File: config.mk
export PLATFORM = sky130hd
export DESIGN_NAME = control_sequencer
export DESIGN_NICKNAME = d
export VERILOG_FILES = /design/src/rtl/control_sequencer_pkg.sv /design/src/rtl/microcode_rom.sv /design/src/rtl/control_sequencer.sv
export SDC_FILE = /design/constraint.sdc
export NUM_CORES = 1
export LEC_CHECK = 0
export BUFFER_PORTS_ARGS = -buffer_cell sky130_fd_sc_hd__buf_2
export CAP_MARGIN = 20
export CORE_MARGIN = 3
export CORE_UTILIZATION = 56
export CTS_BUF_LIST = sky130_fd_sc_hd__clkbuf_4 sky130_fd_sc_hd__clkbuf_8 sky130_fd_sc_hd__clkbuf_16
export DETAILED_ROUTE_END_ITERATION = 8
export PLACE_DENSITY = 0.85
export SKIP_CTS_REPAIR_TIMING = 1
export SYNTH_ARGS = -nofsm -noshare
export SYNTH_HDL_FRONTEND = slang
export SYNTH_HIERARCHICAL = 1
export SYNTH_SLANG_ARGS = --single-unit
File: constraint.sdc
create_clock -name clk -period 6.8 [get_ports clk]
set_input_delay 1.02 -clock clk [delete_from_list [all_inputs] [get_ports clk]]
set_output_delay 1.02 -clock clk [all_outputs]
set_load 0.01 [all_outputs]
File: src/rtl/control_sequencer_pkg.sv
// rtl/control_sequencer_pkg.sv - opcodes, control-word bit map and fetch words
package control_sequencer_pkg;

  localparam logic [3:0] OP_NOP = 4'h0;
  localparam logic [3:0] OP_LDA = 4'h1;
  localparam logic [3:0] OP_ADD = 4'h2;
  localparam logic [3:0] OP_SUB = 4'h3;
  localparam logic [3:0] OP_STA = 4'h4;
  localparam logic [3:0] OP_LDI = 4'h5;
  localparam logic [3:0] OP_JMP = 4'h6;
  localparam logic [3:0] OP_JC  = 4'h7;
  localparam logic [3:0] OP_JZ  = 4'h8;
  localparam logic [3:0] OP_OUT = 4'he;
  localparam logic [3:0] OP_HLT = 4'hf;

  // Strobe order HLT..FI, MSB first
  localparam int B_HLT = 15;
  localparam int B_MI  = 14;
  localparam int B_RI  = 13;
  localparam int B_RO  = 12;
  localparam int B_IO  = 11;
  localparam int B_II  = 10;
  localparam int B_AI  = 9;
  localparam int B_AO  = 8;
  localparam int B_EO  = 7;
  localparam int B_SU  = 6;
  localparam int B_BI  = 5;
  localparam int B_OI  = 4;
  localparam int B_CE  = 3;
  localparam int B_CO  = 2;
  localparam int B_J   = 1;
  localparam int B_FI  = 0;

  typedef logic [15:0] ctrl_word_t;

  typedef enum logic {
    SEQ_RUN  = 1'b0,
    SEQ_HALT = 1'b1
  } seq_state_t;

  function automatic ctrl_word_t cw(input int b);
    return ctrl_word_t'(1) << b;
  endfunction

  localparam ctrl_word_t CW_FETCH0 = (16'h1 << B_CO) | (16'h1 << B_MI);
  localparam ctrl_word_t CW_FETCH1 = (16'h1 << B_RO) | (16'h1 << B_II) | (16'h1 << B_CE);

endpackage

File: src/rtl/microcode_rom.sv
// rtl/microcode_rom.sv - combinational (step, opcode, flags) to control word
module microcode_rom
  import control_sequencer_pkg::*;
(
  input  logic [2:0] step,
  input  logic [3:0] opcode,
  input  logic       carry_flag,
  input  logic       zero_flag,
  output ctrl_word_t word
);

  always_comb begin
    word = '0;
    case (step)
      3'd0: word = CW_FETCH0;
      3'd1: word = CW_FETCH1;
      3'd2: begin
        case (opcode)
          OP_LDA, OP_ADD, OP_SUB, OP_STA: word = cw(B_IO) | cw(B_MI);
          OP_LDI: word = cw(B_IO) | cw(B_AI);
          OP_JMP: word = cw(B_IO) | cw(B_J);
          OP_JC:  word = carry_flag ? (cw(B_IO) | cw(B_J)) : '0;
          OP_JZ:  word = zero_flag  ? (cw(B_IO) | cw(B_J)) : '0;
          OP_OUT: word = cw(B_AO) | cw(B_OI);
          OP_HLT: word = cw(B_HLT);
          default: word = '0;
        endcase
      end
      3'd3: begin
        case (opcode)
          OP_LDA:         word = cw(B_RO) | cw(B_AI);
          OP_ADD, OP_SUB: word = cw(B_RO) | cw(B_BI);
          OP_STA:         word = cw(B_AO) | cw(B_RI);
          default:        word = '0;
        endcase
      end
      3'd4: begin
        case (opcode)
          OP_ADD:  word = cw(B_EO) | cw(B_AI) | cw(B_FI);
          OP_SUB:  word = cw(B_EO) | cw(B_AI) | cw(B_SU) | cw(B_FI);
          default: word = '0;
        endcase
      end
      default: word = '0;
    endcase
  end

endmodule

File: src/rtl/control_sequencer.sv
// rtl/control_sequencer.sv - T-state counter, halt latch and strobe fan-out
module control_sequencer
  import control_sequencer_pkg::*;
#(
  parameter int STEPS     = 5,
  parameter bit EARLY_END = 1'b1
) (
  input  logic       clk,
  input  logic       rst,
  input  logic [3:0] opcode,
  input  logic       carry_flag,
  input  logic       zero_flag,
  output logic       HLT,
  output logic       MI,
  output logic       RI,
  output logic       RO,
  output logic       IO,
  output logic       II,
  output logic       AI,
  output logic       AO,
  output logic       EO,
  output logic       SU,
  output logic       BI,
  output logic       OI,
  output logic       CE,
  output logic       CO,
  output logic       J,
  output logic       FI,
  output logic [2:0] step,
  output logic       halted
);

  localparam logic [2:0] LAST_STEP = 3'(STEPS - 1);

  seq_state_t state_q, state_d;
  logic [2:0] step_q, step_d, step_inc;
  ctrl_word_t cur_word, nxt_word, ctrl;

  assign step_inc = step_q + 3'd1;

  microcode_rom u_rom_cur (
    .step       (step_q),
    .opcode     (opcode),
    .carry_flag (carry_flag),
    .zero_flag  (zero_flag),
    .word       (cur_word)
  );

  // Lookahead at the following step drives the early return to T0
  microcode_rom u_rom_nxt (
    .step       (step_inc),
    .opcode     (opcode),
    .carry_flag (carry_flag),
    .zero_flag  (zero_flag),
    .word       (nxt_word)
  );

  always_ff @(posedge clk or posedge rst) begin
    if (rst) begin
      state_q <= SEQ_RUN;
      step_q  <= 3'd0;
    end else begin
      state_q <= state_d;
      step_q  <= step_d;
    end
  end

  always_comb begin
    state_d = state_q;
    step_d  = step_q;
    ctrl    = '0;
    case (state_q)
      SEQ_RUN: begin
        if (!rst) ctrl = cur_word;
        if (cur_word[B_HLT]) begin
          state_d = SEQ_HALT;
        end else if (step_q == LAST_STEP) begin
          step_d = 3'd0;
        end else if (EARLY_END && step_q >= 3'd2 && nxt_word == '0) begin
          step_d = 3'd0;
        end else begin
          step_d = step_inc;
        end
      end
      SEQ_HALT: begin
        state_d = SEQ_HALT;
      end
      default: begin
        state_d = SEQ_RUN;
      end
    endcase
  end

  assign step   = step_q;
  assign halted = (state_q == SEQ_HALT);

  assign HLT = ctrl[B_HLT];
  assign MI  = ctrl[B_MI];
  assign RI  = ctrl[B_RI];
  assign RO  = ctrl[B_RO];
  assign IO  = ctrl[B_IO];
  assign II  = ctrl[B_II];
  assign AI  = ctrl[B_AI];
  assign AO  = ctrl[B_AO];
  assign EO  = ctrl[B_EO];
  assign SU  = ctrl[B_SU];
  assign BI  = ctrl[B_BI];
  assign OI  = ctrl[B_OI];
  assign CE  = ctrl[B_CE];
  assign CO  = ctrl[B_CO];
  assign J   = ctrl[B_J];
  assign FI  = ctrl[B_FI];

endmodule

Yosys cells after proc, flatten, opt, wreduce, memory -nomap -nowiden
Cells that the tools add are included.
Word-level totals
  register bits after elaboration: 4
  memory bits (read-only): 0
  memories kept: 0
  input port bits: 8
  latch bits: 0
  logic and storage cells: 44
  memory bits (writable): 0
  output and inout bits: 20
Cells by class
  shift operators: 0
  multiplexer cells: 13
  divide/modulo/power cells: 0
  bitwise gates (word level): 2
  add/sub/neg operators: 1
  $lt $le $gt $ge: 1
  $mul: 0
  eq/ne operators: 18
  reductions and logical operators: 7
Operator list (count)
  $pmux W16 S5: 2
  $pmux W16 S7: 1
  $pmux W14 S3: 1
  $mux W16: 2
  $mux W12: 2
  $pmux W10 S2: 1
  $eq A4 B3 Y1 const B: 4
  $logic_not A16 Y1: 1
  $eq A3 B2 Y1 const B: 4
  $eq A4 B4 Y1 const B: 3
  $eq A4 B2 Y1 const B: 2
  $eq A3 B1 Y1 const B: 2
  $eq A3 B3 Y1 const B: 2
  $logic_not A3 Y1: 2
  $mux W3: 2
  $eq A4 B1 Y1 const B: 1
  $reduce_or A4 Y1: 1
  $add A3 B1 Y3 const B: 1
  $ge A3 B2 Y1 const B: 1
  $not A1 Y1: 2
  $pmux W1 S2: 1
  $reduce_and A2 Y1: 1
  $reduce_or A2 Y1: 1
  $logic_and A1 B1 Y1: 1
  $mux W1: 1

Longest topological paths before layout
Gate-level depths: netlist of the first run.
  depth after elaboration: 8
  depth in mapped cells: 9
  gate-level depth less buffers: 9

Modules after synthesis
The synthesis of the first run kept the hierarchy.
By module, submodules not included
  microcode_rom: sequential area each 0.0 um2, cells an instance 42, instances 2, area an instance 300.3 um2
  control_sequencer: sequential area each 100.1 um2, cells an instance 47, instances 1, area an instance 406.6 um2

Least setup slack after synthesis of the first run
No wires, ideal clock.
  kind: input to output
  from: input port opcode[1]
  to: output port MI
  path buffers: 1
  stages on the path: 5
  setup slack: 3.968 ns
  arrival: 1.812 ns
  cells stage by stage: buf_4 o21a_1 o31a_1 nor3_2 and2_1
Between the ends
  cells in the longest elaborated chain, start to end: 6
  elaborated cells between the ends (all ways): 15
  those cells by class: eq/ne: 10; mux: 4; reduce/logical: 1
Ends and longest elaborated chain
  start: declaration: RTL line control_sequencer.sv:10  | input logic [3:0] opcode,
  $eq A4 B1 Y1, or another cell as far along: RTL line microcode_rom.sv:18  | case (opcode)
  $reduce_or A4 Y1: RTL line microcode_rom.sv:18
  $pmux W16 S7 (*): RTL line microcode_rom.sv:18
  $pmux W16 S5 (*): RTL line microcode_rom.sv:14  | case (step)
  named net cur_word[14]: RTL line control_sequencer.sv:37  | ctrl_word_t cur_word, nxt_word, ctrl;
  $mux W16 (*): RTL line control_sequencer.sv:74  | if (!rst) ctrl = cur_word;
  $mux W16 (*): RTL line control_sequencer.sv:72  | case (state_q)
  end: declaration: RTL line control_sequencer.sv:14  | output logic MI,
Mark *: on every way through the listed nets, which the timed path passes. The rest lies on a longest branch.

Final worst setup path of the first run
  from: input port opcode[1]
  to: output port AO
Between the ends
  cells in the longest elaborated chain, start to end: 6
  elaborated cells between the ends (all ways): 17
  those cells by class: eq/ne: 10; mux: 5; reduce/logical: 2
Ends and longest elaborated chain
  $eq A4 B1 Y1, or another cell as far along: RTL line microcode_rom.sv:18, microcode_rom.sv:30
  $reduce_or A4 Y1 or $reduce_or A2 Y1 (tied branches): RTL line microcode_rom.sv:18, microcode_rom.sv:30
  $pmux W16 S7 or $pmux W14 S3 (tied branches): RTL line microcode_rom.sv:18, microcode_rom.sv:30
  $pmux W16 S5 (*): RTL line microcode_rom.sv:14
  named net cur_word[8]: RTL line control_sequencer.sv:37
  $mux W16 (*): RTL line control_sequencer.sv:74
  $mux W16 (*): RTL line control_sequencer.sv:72
  end: declaration: RTL line control_sequencer.sv:20  | output logic AO,
Marked as above.

==> reports/metrics.csv, run 1 <==
metric,value,unit
RePlAce Congestion,0.869,
CP required,5.78,ns
period utilization,47.1,%
CP Launch Type,input pin,
tightest hold margin,0.646,ns
clock sinks,4,
final-layout fill cell count,146,
WS Path Type,input pin to output pin,
CTS tree,done,
antenna violations before repair,0,
dpl hpwl,1670,µm
drc violations,0,
number of synthesized register bits,4,
Post-Syn Area per Cell,7.69,µm²
vias in the first global route,904,
first-pass GRT wire length,3880,µm
Synth Warn #,6,
ant diodes,0,
status,finished clean,
root buf cell,clkbuf_4,
clock buffer count from CTS,3,
VDD IR-drop max,0.000298,V
PortBufs,27,
slew margin rel.,53.5,%
via/cell ratio,5.83,
CP endpoint,AO,
row cnt,14,
Die Span X,48.4,µm
crit path from,opcode[1],
unrepaired setup endpoints after global routing,no,
reg2reg path depth,8,
Via Count,1002,
Mapped Nets,142,
area share of the largest cell type after synthesis,11.2,%
Slew @ Worst Pin,0.695,ns
Reg2Reg Setup Slack,4.04,ns
first-pass iteration count of the detailed router,4,
Cells after Synth,131,
H-tree levels,1,
FF-to-FF Start,step[0],
area grow syn2layout,7.83,%
DR WL/cell,13.0,µm
register area share after synthesis,9.94,%
post-route minimum period,3.20,ns
CP Max Fanout,20,
final hold vios,0,
Crit. End Element,output pin,
synth top area cells,"and2_1 11%, dfrtp_1 9.9%, buf_4 6.0%",
P_leak,0.566,nW
largest net degree at the start of global routing,21,
post-route ant nets,0,
TNS Setup,0,ns
Max Freq,0.312,GHz
Slew Limit Fails,0,
final net count,161,
core area,0.00159,mm²
# setup viols final,0,
Hold/Removal Path Class,flop to flop,
"Clk pin slew, worst setup/hold paths",0.04,ns
Yosys top cell by area,and2_1,
"Arr. time, crit path",2.18,ns
clk_skew,0.00312,ns
clk_lat worst skew,0.23,ns
Initial Util,63.2,%
Yosys cell types,39,
Pwr Density,358,mW/mm²
io pins,28,
Bufs on Longest Clock Path,2,
Routed WL,2240,µm
cell area after synthesis,0.00101,mm²
die area,0.00234,mm²
GRT Total Usage,19.9,%
height of the die,48.4,µm
MaxCap Viol Count,0,
GRT overflow,0,
Iter 0 DRT Violations,51,
share of cells above drive strength 1,33.1,%
reg2reg end,step[2],
-- synthesized netlist by cell type (all sizes together) --
cell     instances
o211ai           1
and2            18
and4             4
a211oi           1
buf             12
or2              2
nor3b            2
nor3             8
and3             6
nor4             4
a21oi            8
ha               3
nor4bb           2
o31ai            2
o31a             2
dfrtp            4
nor2            12
nand3            2
o21ai            3
xor2             3
and2b            2
and3b            2
nand2            5
inv              8
nor4b            2
clkbuf           1
a41o             2
o311ai           1
o21a             2
or2b             2
a21boi           2
o2111ai          2
o211a            1
-- state kept, by name, indices dropped and copies added, names as in the netlist --
| signal | count |
|---|---|
| halted | 1 |
| step | 3 |
-- how the worst min path moves through the flow --
| stage | startpoint | endpoint | slack, ns | depth (start not counted) |
|---|---|---|---|---|
| global route | rst | step[2] | 0.67 | 2 |
| global placement | halted | step[0] | 0.63 | 3 |
| CTS | halted | step[0] | 0.64 | 3 |
| finish | halted | step[0] | 0.65 | 3 |
| detailed placement | halted | step[0] | 0.64 | 3 |
| floorplan | step[0] | step[0] | 0.58 | 1 |
-- metrics by stage --
stage               instances  power, mW  area [µm²]  setup slack, ns  util (%)
finish                    172      0.389        1090             3.60      68.1
global route              172      0.426        1090             3.47      68.1
CTS                       172      0.388        1090             3.60      68.1
detailed placement        169      0.358        1060             3.60      66.7
global placement          169      0.349        1060             3.75      66.7
floorplan                 131      0.319        1010             3.97         -
-- routing by layer --
metal  GRT usage (%)  part of all wire (%)  vias to the layer above
met1            22.4                    42                      466
met5               0                     0                        -
met3            3.99                   5.8                        0
met4            3.79                     0                        0
met2            38.5                    52                       34
li1                -                     -                      502
-- logic make-up after synthesis --
family / Yosys count / synth area share [%]
compound gates: 27 / 20.0
fa+ha+maj: 3 / 3.73
xor+xnor: 3 / 2.61
simple gates: 73 / 49.9
buf+inv: 21 / 13.8
flops: 4 / 9.94
-- worst max-delay path: stages --
cell and delay, ns:
buf_2 0.29, and3b_1 0.20, a21oi_1 0.05, nor4bb_1 0.33, and2_1 0.17, buf_2 0.12
-- report_power, final --
| part | total, mW | switching [mW] | internal [mW] |
|---|---|---|---|
| Clock | 0.0285 | 0.00883 | 0.0197 |
| Combinational | 0.289 | 0.160 | 0.130 |
| Sequential | 0.0710 | 0.0347 | 0.0363 |
-- area by class of cell --
class	instances	area [µm²]	share of cell area, %
inverter	8	30.0	2.76
sequential	4	100	9.22
timing repair buffer	27	135	12.4
clock buffer	3	22.5	2.07
tap	24	30.0	2.76
multi-input combinational	106	768	70.7
-- placed cells by master, fill, tap and decap left out, types with 2 or more instances in the layout --
cell type   n
and4_4      2
or2b_1      2
nand3_1     2
nand2_1     5
nor3b_2     2
o21ai_0     2
dfrtp_1     4
and2_1     18
or2_2       2
o2111ai_1   2
xor2_1      3
buf_2      27
a41o_1      2
and3b_1     2
inv_1       8
nor3_1      3
a21oi_1     8
o31a_1      2
and4_2      2
o21a_1      2
and3_1      6
a21boi_1    2
nor3_2      5
nor2_1     12
clkbuf_4    3
nor4bb_1    2
nor4_1      2
nor4b_1     2
ha_1        3
o31ai_1     2
and2b_2     2
Power figures use the tool's default switching activity.
==> run 2: changes to the inputs <==
--- a/config.mk
+++ b/config.mk
@@ -5,13 +5,15 @@
 export SDC_FILE = /design/constraint.sdc
 export NUM_CORES = 1
 export LEC_CHECK = 0
+export ABC_AREA = 1
 export BUFFER_PORTS_ARGS = -buffer_cell sky130_fd_sc_hd__buf_2
 export CAP_MARGIN = 20
+export CORE_ASPECT_RATIO = 0.7
 export CORE_MARGIN = 3
-export CORE_UTILIZATION = 56
+export CORE_UTILIZATION = 47
 export CTS_BUF_LIST = sky130_fd_sc_hd__clkbuf_4 sky130_fd_sc_hd__clkbuf_8 sky130_fd_sc_hd__clkbuf_16
 export DETAILED_ROUTE_END_ITERATION = 8
-export PLACE_DENSITY = 0.85
+export PLACE_DENSITY = 0.76
 export SKIP_CTS_REPAIR_TIMING = 1
 export SYNTH_ARGS = -nofsm -noshare
 export SYNTH_HDL_FRONTEND = slang
==> constraint.sdc (replaced) <==
create_clock -name clk -period 2.9 [get_ports clk]
set_input_delay 0.435 -clock clk [delete_from_list [all_inputs] [get_ports clk]]
set_output_delay 0.435 -clock clk [all_outputs]
set_load 0.01 [all_outputs]
==> reports/metrics.csv, run 2 <==
metric,value,unit
post-route ant nets,0,
PortBufs,27,
Post-synth top flop,dfrtp_1,
Crit. End Element,flop,
"Clk pin slew, worst setup/hold paths",0.04,ns
share of flip-flops with an asynchronous set or reset,100,%
Via Count,1228,
reg2reg path depth,11,
share of cells above drive strength 1,21.8,%
largest net degree at the start of global routing,21,
register area share after synthesis,10.1,%
VDD IR-drop max,0.000433,V
Yosys cell types,23,
MaxCap Viol Count,0,
final hold vios,0,
Post-synth EDFFs,0,
die area,0.00270,mm²
Non-Filler Instances,242,
Post-synth top cells,"61 x nand2_1, 58 x nor2_1, 19 x inv_1",
via/cell ratio,5.07,
DR WL/cell,9.96,µm
CP Max Fanout,9,
CP Launch Type,flop,
Initial Util,51.4,%
cell area after synthesis,987,µm²
placed cell count,239,
Mapped Nets,208,
slew margin rel.,64.2,%
"commonest non-fill, non-tap cells in the layout","61 x nand2_1, 58 x nor2_1, 27 x buf_2",
"commonest non-fill, non-tap cell in the layout",nand2_1,
synth top area cells,"nand2_1 23%, nor2_1 22%, dfrtp_1 10%",
dpl hpwl,1940,µm
final net count,233,
max reg flops,3,
Yosys top cell by area,nand2_1,
"Cell Area, Placed",0.00110,mm²
FF-to-FF Start,step[0],
GRT Total Usage,18.5,%
H-tree levels,1,
RePlAce Congestion,0.934,
area grow syn2layout,13.3,%
final-layout fill cell count,210,
clk_skew,0.00695,ns
Max Freq,0.467,GHz
height of the die,44.3,µm
vias in the first global route,945,
GRT overflow,0,
reg2reg end,step[2],
Slew @ Worst Pin,0.537,ns
Hold/Removal Path Class,input pin to asynchronous set/reset pin,
Routed WL,2410,µm
period utilization,73.8,%
Pwr Density,752,mW/mm²
final instance area,0.00112,mm²
status,finished clean,
Iter 0 DRT Violations,46,
first-pass GRT wire length,3930,µm
row cnt,13,
clk_lat worst skew,0.23,ns
antenna violations before repair,0,
Reg2Reg Setup Slack,0.76,ns
io pins,28,
# setup viols final,0,
"count leader, synth",nand2_1,
"Arr. time, crit path",2.26,ns
Cells after Synth,197,
CP required,3.02,ns
root buf cell,clkbuf_4,
ant diodes,0,
TNS Setup,0,ns
core area,0.00192,mm²
Slew Limit Fails,0,
drc violations,0,
Die Span X,60.8,µm
area share of the largest cell type after synthesis,23.2,%
first-pass iteration count of the detailed router,4,
Bufs on Longest Clock Path,2,
CTS tree,done,
P_leak,0.662,nW
Post-Syn Area per Cell,5.01,µm²
number of synthesized register bits,4,
post-route minimum period,2.14,ns
WS Path Type,flop to flop,
Final Power,0.841,mW
unrepaired setup endpoints after global routing,no,
clock sinks,4,
clock buffer count from CTS,3,
Synth Warn #,6,
[run 2: cell types whose count changed after synthesis, moves of 3 or more]
cell     delta
xor2_1      -3
a21oi_1     -6
and3_1      -6
nor2_1     +46
nand3_1    +11
nor3_2      -3
o21ai_1     +3
nand2_1    +56
and2_1     -18
buf_4       -3
inv_1      +11
inv_2       +8
buf_6       -3
[run 2: area by class of cell]
class | instances | area, µm² | share of cell area (%)
repair buffers | 27 | 135 | 12.1
flip-flops and latches | 4 | 100 | 8.95
clock buffers | 3 | 22.5 | 2.01
inverters | 28 | 105 | 9.40
multi-input cells | 158 | 728 | 65.1
well taps | 22 | 27.5 | 2.46
[run 2: how the worst max path moves through the flow]
stage | startpoint | endpoint | slack [ns] | cells after the start
5_1_grt | step[0] | step[2] | 0.55 | 11
6_report | step[0] | step[2] | 0.76 | 11
2_1_floorplan | step[0] | step[2] | 0.90 | 12
3_5_place_dp | step[0] | step[0] | 0.78 | 11
4_1_cts | step[0] | step[2] | 0.77 | 11
3_3_place_gp | step[0] | step[1] | 0.88 | 11
[run 2: power by group]
part / switching, mW / total (mW) / internal (mW)
logic: 0.390 / 0.601 / 0.211
registers: 0.0892 / 0.172 / 0.0824
clock network: 0.0222 / 0.0684 / 0.0462
total: 0.501 / 0.841 / 0.340
[run 2: worst max-delay path: stages (launching register included)]
cell,delay [ns]
dfrtp_1,0.53
inv_1,0.21
ha_1,0.44
nor2_1,0.09
nand3_1,0.14
o211ai_1,0.10
nor2_1,0.12
nand2_1,0.06
nor2_1,0.08
nand3_1,0.12
nand2_1,0.09
nand2_1,0.04
[run 2: stage by stage]
step,utilization [%],worst slack [ns],hold WS (ns)
3_3_place_gp,57.1,0.883,0.408
5_1_grt,58.3,0.550,0.184
3_5_place_dp,57.1,0.780,0.413
2_1_floorplan,-,0.903,0.378
6_report,58.3,0.760,0.170
4_1_cts,58.3,0.767,0.165
[run 2: kinds of logic after synthesis]
logic type / share of synthesized area, %
and+or+nand+nor: 63.2
buffers and inverters: 16.1
AOI/OAI and AO/OA: 5.83
DFF: 10.1
adders and majority gates: 3.80
xor gates and xnor gates: 0.887
[run 2: routing by layer]
metal | global-route usage, % | up-vias | share of wire [%]
li1 | - | 650 | -
met1 | 28.1 | 543 | 50
met2 | 28.6 | 35 | 44
met3 | 3.50 | 0 | 6.3
met4 | 0.866 | 0 | 0
met5 | 0 | - | 0
